$ cat config.mk
export PLATFORM = sky130hd
export DESIGN_NAME = segre_hazard_tracker
export DESIGN_NICKNAME = d
export VERILOG_FILES = /design/src/rtl/segre_hazard_tracker.sv
export SDC_FILE = /design/constraint.sdc
export NUM_CORES = 1
export LEC_CHECK = 0
export BUFFER_PORTS_ARGS = -buffer_cell sky130_fd_sc_hd__buf_2
export CAP_MARGIN = 10
export CORE_MARGIN = 1.5
export CORE_UTILIZATION = 45
export CTS_CLUSTER_DIAMETER = 120
export DETAILED_ROUTE_END_ITERATION = 8
export PLACE_DENSITY_LB_ADDON = 0.2
export SLEW_MARGIN = 0
export SYNTH_ARGS = -nofsm -noshare
export SYNTH_HDL_FRONTEND = slang
export SYNTH_SLANG_ARGS = --single-unit
$ cat constraint.sdc
create_clock -name clk_i -period 2.9 [get_ports clk_i]
set_clock_uncertainty 0.2 [all_clocks]
set_input_delay 0.29 -clock clk_i [delete_from_list [all_inputs] [get_ports clk_i]]
set_output_delay 0.29 -clock clk_i [all_outputs]
set_load 0.01 [all_outputs]
$ cat src/rtl/segre_hazard_tracker.sv
// Producer-side hazard tracker: shifts ID destination registers through EX/MEM/WB entries and
// derives per-source dependency flags and the load-use stall for the decode stage.
module segre_hazard_tracker #(
  parameter int unsigned REG_SIZE = 5
) (
  input  logic                clk_i,
  input  logic                rsn_i,
  input  logic                valid_id_i,
  input  logic                wr_rd_id_i,
  input  logic                is_load_id_i,
  input  logic [REG_SIZE-1:0] dst_reg_identifier_id_i,
  input  logic [REG_SIZE-1:0] src_a_identifier_id_i,
  input  logic [REG_SIZE-1:0] src_b_identifier_id_i,
  input  logic                rd_src_a_id_i,
  input  logic                rd_src_b_id_i,
  input  logic                hold_i,
  input  logic                flush_i,
  output logic                valid_ex_o,
  output logic                valid_mem_o,
  output logic                valid_wb_o,
  output logic [REG_SIZE-1:0] dst_reg_identifier_ex_o,
  output logic [REG_SIZE-1:0] dst_reg_identifier_mem_o,
  output logic [REG_SIZE-1:0] dst_reg_identifier_wb_o,
  output logic                depEX_src_a_o,
  output logic                depEX_src_b_o,
  output logic                depMEM_src_a_o,
  output logic                depMEM_src_b_o,
  output logic                depWB_src_a_o,
  output logic                depWB_src_b_o,
  output logic                stall_id_o,
  output logic                busy_o
);

  logic                r_valid_ex, r_valid_mem, r_valid_wb;
  logic [REG_SIZE-1:0] r_dst_ex, r_dst_mem, r_dst_wb;
  logic                r_load_ex, r_load_mem, r_load_wb;

  logic w_m_ex_a, w_m_mem_a, w_m_wb_a;
  logic w_m_ex_b, w_m_mem_b, w_m_wb_b;
  logic w_ld_a, w_ld_b;
  logic w_stall, w_issue, w_entry_valid;

  always_comb begin
    w_m_ex_a  = rd_src_a_id_i & r_valid_ex  & (r_dst_ex  == src_a_identifier_id_i) &
                (src_a_identifier_id_i != '0);
    w_m_mem_a = rd_src_a_id_i & r_valid_mem & (r_dst_mem == src_a_identifier_id_i) &
                (src_a_identifier_id_i != '0);
    w_m_wb_a  = rd_src_a_id_i & r_valid_wb  & (r_dst_wb  == src_a_identifier_id_i) &
                (src_a_identifier_id_i != '0);
    w_m_ex_b  = rd_src_b_id_i & r_valid_ex  & (r_dst_ex  == src_b_identifier_id_i) &
                (src_b_identifier_id_i != '0);
    w_m_mem_b = rd_src_b_id_i & r_valid_mem & (r_dst_mem == src_b_identifier_id_i) &
                (src_b_identifier_id_i != '0);
    w_m_wb_b  = rd_src_b_id_i & r_valid_wb  & (r_dst_wb  == src_b_identifier_id_i) &
                (src_b_identifier_id_i != '0);

    // A load result only becomes forwardable once it reaches WB.
    w_ld_a = (w_m_ex_a & r_load_ex) | (~w_m_ex_a & w_m_mem_a & r_load_mem);
    w_ld_b = (w_m_ex_b & r_load_ex) | (~w_m_ex_b & w_m_mem_b & r_load_mem);

    w_stall       = valid_id_i & ~flush_i & (w_ld_a | w_ld_b);
    w_issue       = valid_id_i & ~w_stall & ~flush_i;
    w_entry_valid = w_issue & wr_rd_id_i & (dst_reg_identifier_id_i != '0);
  end

  always_ff @(posedge clk_i or negedge rsn_i) begin
    if (!rsn_i) begin
      r_valid_ex  <= 1'b0;
      r_valid_mem <= 1'b0;
      r_valid_wb  <= 1'b0;
      r_dst_ex    <= '0;
      r_dst_mem   <= '0;
      r_dst_wb    <= '0;
      r_load_ex   <= 1'b0;
      r_load_mem  <= 1'b0;
      r_load_wb   <= 1'b0;
    end else if (!hold_i) begin
      r_valid_wb  <= r_valid_mem;
      r_dst_wb    <= r_dst_mem;
      r_load_wb   <= r_load_mem;
      r_valid_mem <= r_valid_ex;
      r_dst_mem   <= r_dst_ex;
      r_load_mem  <= r_load_ex;
      r_valid_ex  <= w_entry_valid;
      r_dst_ex    <= w_entry_valid ? dst_reg_identifier_id_i : '0;
      r_load_ex   <= w_entry_valid & is_load_id_i;
    end
  end

  assign valid_ex_o               = r_valid_ex;
  assign valid_mem_o              = r_valid_mem;
  assign valid_wb_o               = r_valid_wb;
  assign dst_reg_identifier_ex_o  = r_dst_ex;
  assign dst_reg_identifier_mem_o = r_dst_mem;
  assign dst_reg_identifier_wb_o  = r_dst_wb;

  assign depEX_src_a_o  = w_m_ex_a;
  assign depEX_src_b_o  = w_m_ex_b;
  assign depMEM_src_a_o = w_m_mem_a & ~w_m_ex_a;
  assign depMEM_src_b_o = w_m_mem_b & ~w_m_ex_b;
  assign depWB_src_a_o  = w_m_wb_a & ~w_m_ex_a & ~w_m_mem_a;
  assign depWB_src_b_o  = w_m_wb_b & ~w_m_ex_b & ~w_m_mem_b;

  assign stall_id_o = w_stall;
  assign busy_o     = r_valid_ex | r_valid_mem | r_valid_wb;

endmodule

==> metrics, run 1 <==
DRC Markers=0; most common flop cell mapped by yosys=dfrtp_1; Reg2Reg Setup Slack=around 400 ps; RePlAce Congestion=0.7027; #FFs+latches synth=20; # Max-Cap Violations=0; Remaining Overflow, GRT=0; share of post-route cells with drive strength above 1=43.87%; Clk Latency, worst-skew pair=~290 ps; Max stage delay on crit path=around 470 ps; largest family of logic cells by synthesized area=XOR/XNOR gates; initial DRC count=10; die area=~3000 sq um; kind of critical path=reg -> out; Synth Area in XOR/XNOR=~22%; clk slew on worst S/H paths=110 ps; most common cell after layout, fill and taps aside=buf_2; synthesized area=about 1200 sq um; # fillers=228; commonest cells after routing, fill and taps aside=49 x buf_2, 24 x xor2_1, 20 x dfrtp_1, 13 x mux2_2; Critical Path Source Type=flop; Clock Sinks=20; Seq/Total Area, Yosys=41.11%; Die W=approximately 55 um; Port Buf Inserts=49; Req. time, crit path=between 2000 and 2500 ps; Lkg Pwr=a little over 0.8 nW; Post-Syn Area per Cell=about 12 sq um; fin crit period=approximately 2700 ps; Core Area=around 2500 sq um; synthesis warning total=0; multiplexer share of the synthesized area=12.02%; clock buffer depth=2; HPWL Detailed=between 2000 and 2500 um; pin count of the biggest net entering global routing=22; period utilisation layout=between 90 and 100%; Post-Synth Adder-Cell Area=0%; post-DR vias/cell=~5.5; Final Instance Area=~1500 sq um; Die H=approximately 55 um; NumNets Final=180; Num CTS Buffers=3; CTS H-tree depth=1; PD cells=between 300 and 400 nW/um^2; Worst-Margin Slew=475.9 ps; setup tns final=0 ps; outcome=complete, no violations; CTS tree=done; Pre-antenna DRT Iters=4; Yosys cell types=24; Power Total=between 0.5 and 0.6 mW; Starting Density=48.26%; worst-path fanout max=5; top area cells in the synthesized netlist=dfrtp_1 41%, xor2_1 17%, mux2_2 12%; worst vdd ir=between 0.3 and 0.4 mV; largest delay contributor family on the critical path=simple AND/OR/NAND/NOR gates; Cells after Synth=between 100 and 150; crit path from=dst_reg_identifier_mem_o[4]; post-synthesis compound-gate area fraction=between 10% and 20%; ANT cells=0; Setup Viol. Count Final=0; f_max=373.3 MHz; worst path bufs/invs=1; Worst setup endpoint=stall_id_o; first-pass GRT wire length=roughly 4300 um; post-route ant nets=0; FF/Latch Area=about 500 sq um; Finished Core Util=between 60% and 70%; Routed WL=around 2800 um; crit path DAT=between 2000 and 2500 ps; Max Slew Vio Count=0; vias in the first global route=between 900 and 1000; area fraction of the dominant cell type after synthesis=41.11%; critical path depth=7; RSZ-0062 raised after global routing=no; area of the multi-input gates=between 600 and 700 sq um; area leader, netlist=dfrtp_1; cell area after placement=between 1000 and 1500 sq um; CP max stage cell=dfrtp_1; Hold Vio Cnt, Final=0; Placement Setup Slack=approximately 360 ps; antenna violations before repair=0; wire per inst=~15 um; crit path cell chain=xor2_1 -> nor4_1 -> nand4_1 -> o22ai_1 -> a21oi_1 -> nor2_1 -> buf_2; gr usage total=20.03%; routed vias=1012; reg2reg end=r_load_ex; clk root buf=clkbuf_4; CP endpoint kind=primary output; Worst R2R Start=dst_reg_identifier_ex_o[2]; EDFF count, synth=0; area grow syn2layout=25.08%; depth of the worst register-to-register path=6; PnR worst setup slack=220.9 ps; row count=18; IO Pins=50; Synth Area in Simple Gates=about 13%; syn_nets=129; Hold Crit Class=in -> reg; Slew HR=68.27%; ys async rst share=100.0%
-- Yosys cell counts (2+ instances only) --
cell	count
o21a_1	2
nand2b_1	2
xnor2_1	6
nor2_1	4
mux2_2	13
xor2_1	24
nor3b_1	2
or4_1	2
clkbuf_1	2
dfrtp_1	20
nor4_1	6
a22o_1	6
and4_1	2
nand4_1	4
-- how the worst min path moves through the flow --
stage	slack, ps	endpoint	startpoint	cells after the start
after floorplan	-210	dst_reg_identifier_ex_o[0]	rsn_i	0
after global placement	50	dst_reg_identifier_mem_o[3]	rsn_i	1
after detailed placement	60	dst_reg_identifier_wb_o[3]	rsn_i	1
after CTS	10	dst_reg_identifier_ex_o[0]	dst_reg_identifier_id_i[0]	2
after global routing	20	dst_reg_identifier_ex_o[2]	dst_reg_identifier_id_i[2]	2
final	20	dst_reg_identifier_ex_o[0]	dst_reg_identifier_id_i[0]	2
-- metrics by stage --
stage                     hold slack, ps  instances
final                              21.87        185
after global routing               16.07        185
after global placement             51.37        180
after CTS                          11.17        185
after floorplan                   -205.6        105
after detailed placement           61.95        180
-- state kept, by name, summed over array words and instances (netlist names) --
signal                    cells
valid_ex_o                    1
valid_mem_o                   1
valid_wb_o                    1
r_load_mem                    1
dst_reg_identifier_mem_o      5
dst_reg_identifier_wb_o       5
dst_reg_identifier_ex_o       5
r_load_ex                     1
-- kinds of logic (layout without fill, tap and decap cells) --
family,after synthesis,count (layout)
AO/OA/AOI/OAI,13,13
AND/OR/NAND/NOR,25,25
multiplexers,13,13
buffers and inverters,4,54
XOR/XNOR,30,30
flip-flops,20,20
-- what timing repair did --
action / in CTS / in global routing
hold buffers: 1 / 0
buffers inserted: 0 / 0
resized for setup: 0 / 0
endpoints found under the hold margin: 20 / 0
-- routing by layer --
metal | wire length (um) | global-route usage [%] | vias to the layer above
li1 | - | - | 488
met1 | 1284 | 28.45 | 489
met2 | 1317 | 32.54 | 33
met3 | 149 | 1.613 | 2
met4 | 14 | 6.098 | 0
met5 | 0 | 0 | -
-- cell type report --
type	instances	share of cell area, %
well taps	30	2.465
repair buffers	50	16.76
multi-input cells	81	45.52
clock buffers	4	2.383
flip-flops and latches	20	32.87
-- power breakdown --
part	switching (mW)	total [mW]	internal, mW
clock	0.0819	0.158	0.0765
combinational	0.0576	0.116	0.0584
sequential	0.0216	0.314	0.293
(Power assumes the default switching activity.)
==> inputs of run 2 (changes only) <==
--- a/config.mk
+++ b/config.mk
@@ -6,13 +6,15 @@
 export NUM_CORES = 1
 export LEC_CHECK = 0
 export BUFFER_PORTS_ARGS = -buffer_cell sky130_fd_sc_hd__buf_2
-export CAP_MARGIN = 10
+export CAP_MARGIN = 15
 export CORE_MARGIN = 1.5
 export CORE_UTILIZATION = 45
 export CTS_CLUSTER_DIAMETER = 120
 export DETAILED_ROUTE_END_ITERATION = 8
+export GPL_TIMING_DRIVEN = 0
 export PLACE_DENSITY_LB_ADDON = 0.2
 export SLEW_MARGIN = 0
 export SYNTH_ARGS = -nofsm -noshare
 export SYNTH_HDL_FRONTEND = slang
 export SYNTH_SLANG_ARGS = --single-unit
+export TNS_END_PERCENT = 50
==> run 2 against run 1 <==
Effect of this change:
- critical path depth is the same
- non-clock buffer count rose by 4
- fmax is 0.59% lower
- total power is 6.1% lower
- sequential power barely moved
- sequential share of layout area is 0.21 points lower
- global-route usage down 0.41 points
- largest cell class unchanged
- combinational power about the same
- clock power down 23%
==> metrics, run 2 (synthesis gave the netlist of run 1 again) <==
outcome=complete, no violations; Power Total=roughly 0.55 mW; row count=18; DRC Markers=0; kind of critical path=reg -> out; hold depth=2; Net Sw Power=around 0.15 mW; crit path DAT=2210 ps; Reg2Reg Setup Slack=400 ps; clock power share=22.1%; Comb pwr share=a little over a fifth; fin crit period=between 2000 and 3000 ps; Worst-Margin Slew=563.0 ps; Critical Path Source Type=flop; share of post-route cells with drive strength above 1=a little over two fifths; clk root buf=clkbuf_4; grt met3 use=approximately 3.5%; IO Pins=50; Port Buf Inserts=49; Die W=about 55 um; RSZ-0062 raised after global routing=no; worst-path fanout max=5; Worst R2R Start=dst_reg_identifier_ex_o[0]; NumNets Final=184; Pre-antenna DRT Iters=4; clock buffer depth=2; antenna violations before repair=0; Remaining Overflow, GRT=0; Routed WL=between 2000 and 3000 um; initial DRC count=9; clk slew on worst S/H paths=~100 ps; depth of the worst register-to-register path=7; worst vdd ir=approximately 0.28 mV; grt met2 use=around 33%; Hold Crit Class=in -> reg; commonest cells after routing, fill and taps aside=49 x buf_2, 24 x xor2_1, 20 x dfrtp_1, 13 x mux2_2; Num CTS Buffers=3; Core Area=2522 sq um; Max Slew Vio Count=0; most common cell after layout, fill and taps aside=buf_2; Int Power=~0.40 mW; die area=slightly above 3000 sq um; HPWL Detailed=approximately 2200 um; Die H=between 50 and 60 um; Starting Density=48.26%; routed vias=1019; Hold Vio Cnt, Final=0; CTS H-tree depth=1; area grow syn2layout=25.90%; GRT Max-Usage Layer=met2; Req. time, crit path=~2400 ps; reg2reg end=r_load_ex; # Max-Cap Violations=0; Flop pwr share=56.8%; ANT cells=0; post-route ant nets=0; post-DR vias/cell=5.420; Worst Hold End=dst_reg_identifier_ex_o[1]; vias in the first global route=928; Clock Sinks=20; wire per inst=about 15 um; post-cts resize count=0; Lkg Pwr=about 0.82 nW; f_max=between 300 and 400 MHz; RePlAce Congestion=~0.82; gr usage total=19.62%; first-pass GRT wire length=4133 um; Setup Viol. Count Final=0; CP endpoint kind=primary output; Net Sw Frac=between 20% and 30%; period utilisation layout=92.93%; PD cells=roughly 360 nW/um^2; CTS tree=done; Slew HR=a little over three fifths; pin count of the biggest net entering global routing=21; met1 GRT Util=25.39%; setup tns final=0 ps; Clk Latency, worst-skew pair=between 200 and 300 ps; Worst Hold Launch=dst_reg_identifier_id_i[1]
==> run 2: final cells by class <==
class                           count  area (sq um)
Tap cell                           30         37.54
Clock buffer                        3         22.52
Timing Repair Buffer               50         255.2
Multi-Input combinational cell     81         693.2
Sequential cell                    20         500.5
Buffer                              4         23.77
Fill cell                         229         989.7
==> run 2: critical path: stages, from the launching register on <==
cell     delay (ps)
dfrtp_1         450
xor2_1          170
nor4_1          380
nand4_1         200
o22ai_1         340
a21oi_1         130
nor2_1          110
buf_2           140
==> run 2: repair_timing <==
item	CTS	global route
hold endpoints to repair	20	0
hold buffers	1	0
buffers inserted	0	0
==> run 2: worst max path at each step <==
| stage | startpoint | endpoint | slack, ps |
|---|---|---|---|
| 6_report | dst_reg_identifier_mem_o[2] | stall_id_o | 200 |
| 5_1_grt | dst_reg_identifier_mem_o[4] | stall_id_o | 50 |
| 4_1_cts | dst_reg_identifier_mem_o[2] | stall_id_o | 190 |
| 3_5_place_dp | src_a_identifier_id_i[1] | stall_id_o | 250 |
| 3_3_place_gp | src_a_identifier_id_i[1] | stall_id_o | 330 |
| 2_1_floorplan | src_a_identifier_id_i[1] | stall_id_o | 560 |
==> run 2: power groups by stage <==
stage	registers (mW)	logic, mW	clock network (mW)
floorplan	0.321	0.0571	0
global placement	0.319	0.113	0
detailed placement	0.319	0.117	0
CTS	0.314	0.118	0.128
global route	0.317	0.130	0.143
finish	0.314	0.117	0.122
==> run 2: metrics by stage <==
stage          hold slack, ps  worst slack [ps]  instances  util [%]  instance area, sq um
2_1_floorplan          -205.6             564.0        105         -                  1217
3_3_place_gp            50.39             334.0        184     59.47                  1500
3_5_place_dp            58.09             246.5        184     59.47                  1500
4_1_cts                 22.78             194.5        188     60.76                  1533
5_1_grt                 15.17             52.24        188     60.76                  1533
6_report                31.61             204.9        188     60.76                  1533
==> run 2: metal layers <==
layer  wire, um  vias up
met5          0        -
met4         19        0
met3        157        2
met2       1305       31
met1       1257      487
li1           -      499
==> inputs of run 3 (changes only) <==
--- a/config.mk
+++ b/config.mk
@@ -13,6 +13,7 @@
 export DETAILED_ROUTE_END_ITERATION = 8
 export GPL_TIMING_DRIVEN = 0
 export PLACE_DENSITY_LB_ADDON = 0.2
+export SETUP_SLACK_MARGIN = 0.3
 export SLEW_MARGIN = 0
 export SYNTH_ARGS = -nofsm -noshare
 export SYNTH_HDL_FRONTEND = slang
==> run 3 against run 2 <==
Effect of this change:
- total power increased by 1.1%
- clock power about the same
- first-iteration DRC count increased by 110%
- critical path depth unchanged
- global-route usage increased by 0.057 points
- sequential cell count unchanged
- fmax increased by 6.9%
- critical path type unchanged
- largest power group unchanged
==> metrics, run 3 (synthesis gave the netlist of run 1 again) <==
Lkg Pwr=0.8308 nW; Num CTS Buffers=3; Critical Path Source Type=flop; crit path from=dst_reg_identifier_mem_o[0]; post-route ant nets=0; clk slew on worst S/H paths=100 ps; pin count of the biggest net entering global routing=21; IO Pins=50; PnR worst setup slack=about 380 ps; Worst R2R Start=dst_reg_identifier_ex_o[0]; Core Area=2522 sq um; worst-path fanout max=5; Clk Latency, worst-skew pair=~280 ps; CP max stage cell=dfrtp_2; Clock Sinks=20; Final Instance Area=1597 sq um; Hold Vio Cnt, Final=0; outcome=complete, no violations; setup tns final=0 ps; Routed WL=about 2800 um; Die H=about 55 um; Die W=55.02 um; CTS H-tree depth=1; PD cells=~350 nW/um^2; clock buffer depth=2; Power Total=0.5588 mW; post-DR vias/cell=5.393; vias in the first global route=about 930; HPWL Detailed=about 2200 um; antenna violations before repair=0; RePlAce Congestion=a little over 0.8; share of post-route cells with drive strength above 1=a little over 50%; routed vias=1030; Slew HR=a little over three fifths; initial DRC count=19; Port Buf Inserts=a little under 50; worst vdd ir=0.2769 mV; crit path DAT=between 2000 and 2500 ps; Worst-Margin Slew=approximately 560 ps; CP endpoint kind=primary output; Max stage delay on crit path=between 400 and 500 ps; kind of critical path=reg -> out; Max Slew Vio Count=0; most common cell after layout, fill and taps aside=buf_2; die area=slightly above 3000 sq um; Hold Crit Class=in -> reg; gr usage total=between 15 and 20%; area grow syn2layout=31.14%; Inst Count DP=184; row count=18; fin crit period=2520 ps; final hold slack=approximately 30 ps; RSZ-0062 raised after global routing=yes; Pre-antenna DRT Iters=4; wire per inst=~15 um; cell area after placement=approximately 1500 sq um; DRC Markers=0; Worst Hold Launch=dst_reg_identifier_id_i[1]; final cell count without fillers=around 190; Placement Setup Slack=around 250 ps; commonest cells after routing, fill and taps aside=49 x buf_2, 24 x xor2_1, 13 x mux2_2, 13 x dfrtp_1, 7 x dfrtp_2; period utilisation layout=86.91%; clk root buf=clkbuf_4; CTS tree=done; crit path cell chain=xor2_1 -> nor4_2 -> nand4_1 -> o22ai_4 -> a21oi_2 -> nor2_1 -> buf_2; first-pass GRT wire length=4140 um; Remaining Overflow, GRT=0; NumNets Final=between 150 and 200; ANT cells=0; Starting Density=around half; # Max-Cap Violations=0; Finished Core Util=roughly 63%; Setup Viol. Count Final=0; f_max=between 300 and 400 MHz; Req. time, crit path=between 2000 and 2500 ps
run 3: what timing repair did:
action	4_1_cts	5_1_grt
cloned	0	0
setup buffers	0	3
pin swaps	0	5
setup endpoints to repair	1	4
hold buffers	1	0
resized for setup	2	12
endpoints found under the hold margin	20	0
run 3: report_power, final:
part           leakage (nW)  internal [mW]  switching [mW]  total (mW)
clock network        0.0138         0.0481          0.0735       0.122
logic                 0.554         0.0611          0.0608       0.122
registers             0.263          0.293          0.0219       0.315
total                 0.831          0.403           0.156       0.559
run 3: critical path, delay by kind of cell (launching register included):
kind                      cells  cell delay (ps)
and+or+nand+nor               3              650
AOI/OAI and AO/OA             2              340
buffers and inverters         1              140
DFF                           1              460
xor gates and xnor gates      1              160
run 3: per-layer routing:
metal | global-route usage, % | vias up | routed length (um)
met3 | 3.495 | 2 | 150
li1 | - | 505 | -
met2 | 33.33 | 31 | 1404
met4 | 6.098 | 0 | 19
met1 | 25.56 | 492 | 1276
met5 | 0 | - | 0
run 3: worst paths after layout:
check	cells after the start	slack [ps]	end
hold reg to reg	1	360	r_load_ex
hold / removal	2	30	dst_reg_identifier_ex_o[1]
max in group asynchronous	2	1900	dst_reg_identifier_mem_o[2]
setup / recovery	7	380	stall_id_o
min in group asynchronous	2	270	dst_reg_identifier_ex_o[1]
setup reg to reg	7	500	r_load_ex
run 3: area by class of cell:
cell class | count | area (sq um)
buffer | 4 | 26.28
clock buffer | 3 | 22.52
fill | 224 | 925.9
multi-input combinational | 81 | 723.2
sequential | 20 | 509.2
tap | 30 | 37.54
timing repair buffer | 53 | 277.8
